$ cat config.mk
export PLATFORM = sky130hd
export DESIGN_NAME = volume_envelope
export DESIGN_NICKNAME = d
export VERILOG_FILES = /design/src/rtl/apu_pkg.sv /design/src/rtl/env_period_counter.sv /design/src/rtl/volume_envelope.sv
export SDC_FILE = /design/constraint.sdc
export NUM_CORES = 1
export LEC_CHECK = 0
export ABC_AREA = 1
export CORE_AREA = 4 4 53 55
export CTS_CLUSTER_SIZE = 28
export DETAILED_ROUTE_END_ITERATION = 16
export DIE_AREA = 0 0 57 59
export PLACE_DENSITY = 0.71
export SETUP_SLACK_MARGIN = 0.1
export SLEW_MARGIN = 20
export SYNTH_ARGS = -nofsm -noshare
export SYNTH_HDL_FRONTEND = slang
export SYNTH_SLANG_ARGS = --single-unit
$ cat constraint.sdc
create_clock -name clk -period 2.24 [get_ports clk]
set_input_delay 0.448 -clock clk [delete_from_list [all_inputs] [get_ports clk]]
set_output_delay 0.448 -clock clk [all_outputs]
set_load 0.005 [all_outputs]
$ cat src/rtl/apu_pkg.sv
// Shared APU constants and the volume envelope state encoding.
package apu_pkg;

   localparam int VOL_W    = 4;
   localparam int PERIOD_W = 3;
   localparam int VOL_MAX  = 15;

   localparam logic ENV_DEC = 1'b0;
   localparam logic ENV_INC = 1'b1;

   // The envelope state is exactly the running flag.
   typedef enum logic {
      ENV_IDLE = 1'b0,
      ENV_RUN  = 1'b1
   } env_state_e;

endpackage

$ cat src/rtl/env_period_counter.sv
// Reloadable envelope period down-counter; step pulses when a tick lands on count 1.
module env_period_counter #(
   parameter int PERIOD_W = 3
) (
   input  logic                clk,
   input  logic                rst,
   input  logic                load,
   input  logic [PERIOD_W-1:0] loadVal,
   input  logic                tick,
   input  logic                enable,
   output logic                step
);

   logic [PERIOD_W-1:0] count_r;
   logic [PERIOD_W-1:0] period_r;

   // A load on the same cycle as a tick swallows the tick.
   assign step = tick && enable && !load && (count_r == PERIOD_W'(1));

   // Count register with latched reload value; a zero period keeps the counter parked at 0.
   always_ff @(posedge clk) begin
      if (rst) begin
         count_r  <= {PERIOD_W{1'b0}};
         period_r <= {PERIOD_W{1'b0}};
      end else if (load) begin
         count_r  <= loadVal;
         period_r <= loadVal;
      end else if (tick && enable && (count_r != {PERIOD_W{1'b0}})) begin
         if (step) begin
            count_r <= period_r;
         end else begin
            count_r <= count_r - PERIOD_W'(1);
         end
      end else begin
         count_r <= count_r;
      end
   end

endmodule

$ cat src/rtl/volume_envelope.sv
// Volume envelope and amplitude stage for the noise channel.
// Optional envDone output is enabled with VOLUME_ENVELOPE_DONE_EN.
module volume_envelope #(
   parameter int VOL_W    = apu_pkg::VOL_W,
   parameter int PERIOD_W = apu_pkg::PERIOD_W
) (
   input  logic                clk,
   input  logic                rst,
   input  logic                envTick,
   input  logic                trigger,
   input  logic [VOL_W-1:0]    startVol,
   input  logic                envAdd,
   input  logic [PERIOD_W-1:0] envPeriod,
   input  logic                noiseIn,
   output logic [VOL_W-1:0]    sample,
   output logic [VOL_W-1:0]    volume
`ifdef VOLUME_ENVELOPE_DONE_EN
   ,
   output logic                envDone
`endif
);

   import apu_pkg::*;

   env_state_e       state_r, state_next_s;
   logic [VOL_W-1:0] volume_r, volume_next_s;
   logic [VOL_W-1:0] sample_r;
   logic             add_r, add_next_s;
   logic             step_s;

   env_period_counter #(
      .PERIOD_W (PERIOD_W)
   ) u_counter (
      .clk     (clk),
      .rst     (rst),
      .load    (trigger),
      .loadVal (envPeriod),
      .tick    (envTick),
      .enable  (state_r == ENV_RUN),
      .step    (step_s)
   );

   // Next state: trigger reloads everything, a step moves volume or ends the envelope at a rail.
   always_comb begin
      state_next_s  = state_r;
      volume_next_s = volume_r;
      add_next_s    = add_r;
      if (trigger) begin
         state_next_s  = ENV_RUN;
         volume_next_s = startVol;
         add_next_s    = envAdd;
      end else begin
         case (state_r)
            ENV_RUN: begin
               if (step_s) begin
                  if ((add_r == ENV_INC) && (volume_r < VOL_W'(VOL_MAX))) begin
                     volume_next_s = volume_r + VOL_W'(1);
                  end else if ((add_r == ENV_DEC) && (volume_r != {VOL_W{1'b0}})) begin
                     volume_next_s = volume_r - VOL_W'(1);
                  end else begin
                     state_next_s = ENV_IDLE;
                  end
               end else begin
                  state_next_s = ENV_RUN;
               end
            end
            default: begin
               state_next_s = ENV_IDLE;
            end
         endcase
      end
   end

   // State, volume and sample registers.
   always_ff @(posedge clk) begin
      if (rst) begin
         state_r  <= ENV_IDLE;
         volume_r <= {VOL_W{1'b0}};
         add_r    <= 1'b0;
         sample_r <= {VOL_W{1'b0}};
      end else begin
         state_r  <= state_next_s;
         volume_r <= volume_next_s;
         add_r    <= add_next_s;
         sample_r <= noiseIn ? volume_next_s : {VOL_W{1'b0}};
      end
   end

   assign volume = volume_r;
   assign sample = sample_r;

`ifdef VOLUME_ENVELOPE_DONE_EN
   logic done_r;

   // Registered idle indication, tracking the state register edge for edge.
   always_ff @(posedge clk) begin
      if (rst) begin
         done_r <= 1'b1;
      end else begin
         done_r <= (state_next_s == ENV_IDLE);
      end
   end

   assign envDone = done_r;
`endif

endmodule
==> metrics.md <==
| Metric | Value |
|---|---|
| Run status | finished, final reports clean |
| Kind of critical path | reg2out |
| Most common cell after layout, fill and taps aside | nand2_1 |
| Vias | 849 |
| Post-Layout Inst Area | 0.001167 mm2 |
| Register area | 320.3 um2 |
| CP Cell Sequence | clkdlybuf4s50_1 |
| Final Hold Vio Count | 0 |
| Max incr delay on CP | 0.56 ns |
| Cells after synthesis | 119 |
| Flops & latches, synth | 16 |
| Clock-pin slew on the worst setup and hold paths | 0.09 ns |
| Final Slew Violations | 0 |
| FILL cells | 237 |
| Post_cts resized | 0 |
| Max cap viols | 0 |
| Die ar. | 0.003363 mm2 |
| Largest cells by area after synthesis | dfxtp_1, nand2_1, a21oi_1 |
| Core area | 0.002387 mm2 |
| H-tree depth | 1 |
| DR DRC count | 0 |
| Power Dens Cells | 554.1 mW/mm2 |
| Wire length of the first global-routing pass | 3.470 mm |
| DRT Pass-1 Iters | 4 |
| CP max FO | 7 |
| Yosys top cell by area | dfxtp_1 |
| Number of standard cells in the final layout excluding fillers | 172 |
| Final Skew | 0.005262 ns |
| Hold-fix buffers at CTS | 0 |
| Reg-to-Reg End | sample[2] |
| Chip Width | 57 um |
| TritonCTS Buffers | 3 |
| Final setup viols | 0 |
| CP Buf/Inv Count | 1 |
| Port Buf Inserts | 20 |
| Yosys cell types | 27 |
| FF-to-FF setup slack | 0.75 ns |
| Vias in the first global route | 857 |
| Setup Buffers After CTS | 0 |
| Top Family by Delay on Critical Path | buffers and inverters |
| Worst hold path endpoint | state_r |
| Worst slew margin | 75.64% |
| Crit. End Element | primary output |
| Share of layout cells above drive strength 1 | 12.68% |
| Dpl hpwl | 1.575 mm |
| Initial Util | 37.63% |
| Top-area cell type share of the netlist area | 35.65% |
| Hold path startpoint | state_r |
| TritonCTS clock tree | done |
| Final worst path period need | 1.759 ns |
| Lkg Pwr | 0.5149 nW |
| Peak VDD IR | 0.3643 mV |
| Required time worst endpoint | 1.79 ns |
| Placed Cells | 168 |
| Worst Setup Start Kind | flip-flop |
| Number of nets with antenna violations after routing | 0 |
| Fmax | 568.5 MHz |
| Global route overflow | 0 |
| Routability Congestion | 0.8722 |
| Netlist Area Pre-Place | 898.4 um2 |
| Largest net degree at the start of global routing | 14 |
| Initial antenna violation count | 0 |
| Most frequent cells in the layout | nand2_1, clkdlybuf4s50_1, inv_1, dfxtp_1, a21oi_1 |
| CTS max path bufs | 2 |
| DP Area | 0.001131 mm2 |
| Ant diodes | 0 |
| Wire length per cell | 11.74 um |
| Period utilization | 78.53% |
| Iter 0 DRT Violations | 21 |
| Seq/Total Area, Yosys | 35.65% |
| GRT Util Overall | 13.02% |
| Yosys warning total | 0 |
| Std cell rows | 18 |
| Area of the multi-input gates | 489.2 um2 |
| Vias per cell | 4.936 |
| Worst Reg-to-Reg Cells | 9 |
| WL final | 2.019 mm |
| Setup Total Neg Slack | 0 ns |
| Clock Sink Count | 16 |
| Synthesized Nets | 137 |
| RSZ-0062 raised after global routing | false |
| Syn-to-layout area delta | 29.94% |
| CTS root buf | clkbuf_4 |
| Mapped Avg Cell Area | 7.549 um2 |
| Reg2Reg Launch Point | volume[0] |
| Nets | 161 |
| IO Count | 21 |
| Worst Path Arrival | 1.31 ns |
| Clk_lat worst skew | 0.29 ns |
| Worst slew pin tran | 0.3643 ns |
| Die Ht | 59 um |
| HP Class | reg2reg |
| Worst hold stages | 2 |
| Slowest CP cell | clkdlybuf4s50_1 |
-- sequential cells by signal (all words and copies together), names as in the netlist --
register            flops
sample                  4
volume                  4
u_counter.count_r       3
u_counter.period_r      3
add_r                   1
state_r                 1
-- power breakdown --
part	switching [mW]	total, mW	internal [mW]
Combinational	0.0714	0.139	0.0672
Clock	0.0901	0.189	0.0989
Sequential	0.0168	0.319	0.302
Total	0.178	0.647	0.469
-- metrics by stage --
stage               utilization, %  setup slack [ns]  hold WS (ns)  power, mW
floorplan                        -            0.9033        0.4403     0.4083
global placement             47.38            0.4155        0.4542     0.4591
detailed placement           47.38            0.3528        0.4600     0.4635
CTS                          48.90            0.4789        0.4728     0.6497
global route                 48.90            0.4257        0.5025     0.6783
finish                       48.90            0.4810        0.4684     0.6468
-- worst max path at each step --
stage                      endpoint  slack [ns]      start  depth (start not counted)
2_1_floorplan             volume[2]        0.90  volume[0]                          8
3_3_place_gp              volume[2]        0.42    trigger                          7
3_5_place_dp   u_counter.count_r[2]        0.35    trigger                          6
4_1_cts                   volume[2]        0.48  volume[2]                          1
5_1_grt                   volume[2]        0.43  volume[2]                          1
6_report                  volume[2]        0.48  volume[2]                          1
-- cell families (layout without fill, tap and decap cells) --
kind of cell             Yosys count  count (layout)  share of synthesized area, %
AO/OA/AOI/OAI                     26              26                         16.85
XOR/XNOR                           1               1                        0.9751
adder cells (fa/ha/maj)            5               5                         6.964
buffers and inverters             20              43                         9.888
flip-flops                        16              16                         35.65
AND/OR/NAND/NOR                   51              51                         29.67
-- Yosys cell counts, drive strengths merged --
cell and number:
dfxtp 16, a31o 1, o211ai 1, buf 2, nor2 7, clkinv 1
clkbuf 1, nor3 1, o21ai 7, a21oi 14, o21bai 1, nor3b 1
inv 16, a41oi 1, ha 5, xor2 1, nand3 12, nand2 30
a31oi 1
-- area by class of cell --
class                   count  area share, %
clock buffers               4          3.108
flip-flops and latches     16          27.44
inverters                  17          5.895
repair buffers             22          18.44
multi-input cells          83          41.91
well taps                  30          3.215
-- layer usage --
metal  share of wire [%]  track usage (%)  up-vias
met5                   0                0        -
met4                 1.5            5.298        0
met3                 5.3            1.743        4
met2                  51            24.14       23
met1                  43            15.03      382
li1                    -                -      440
No activity file was read; power rests on OpenSTA's default activity.
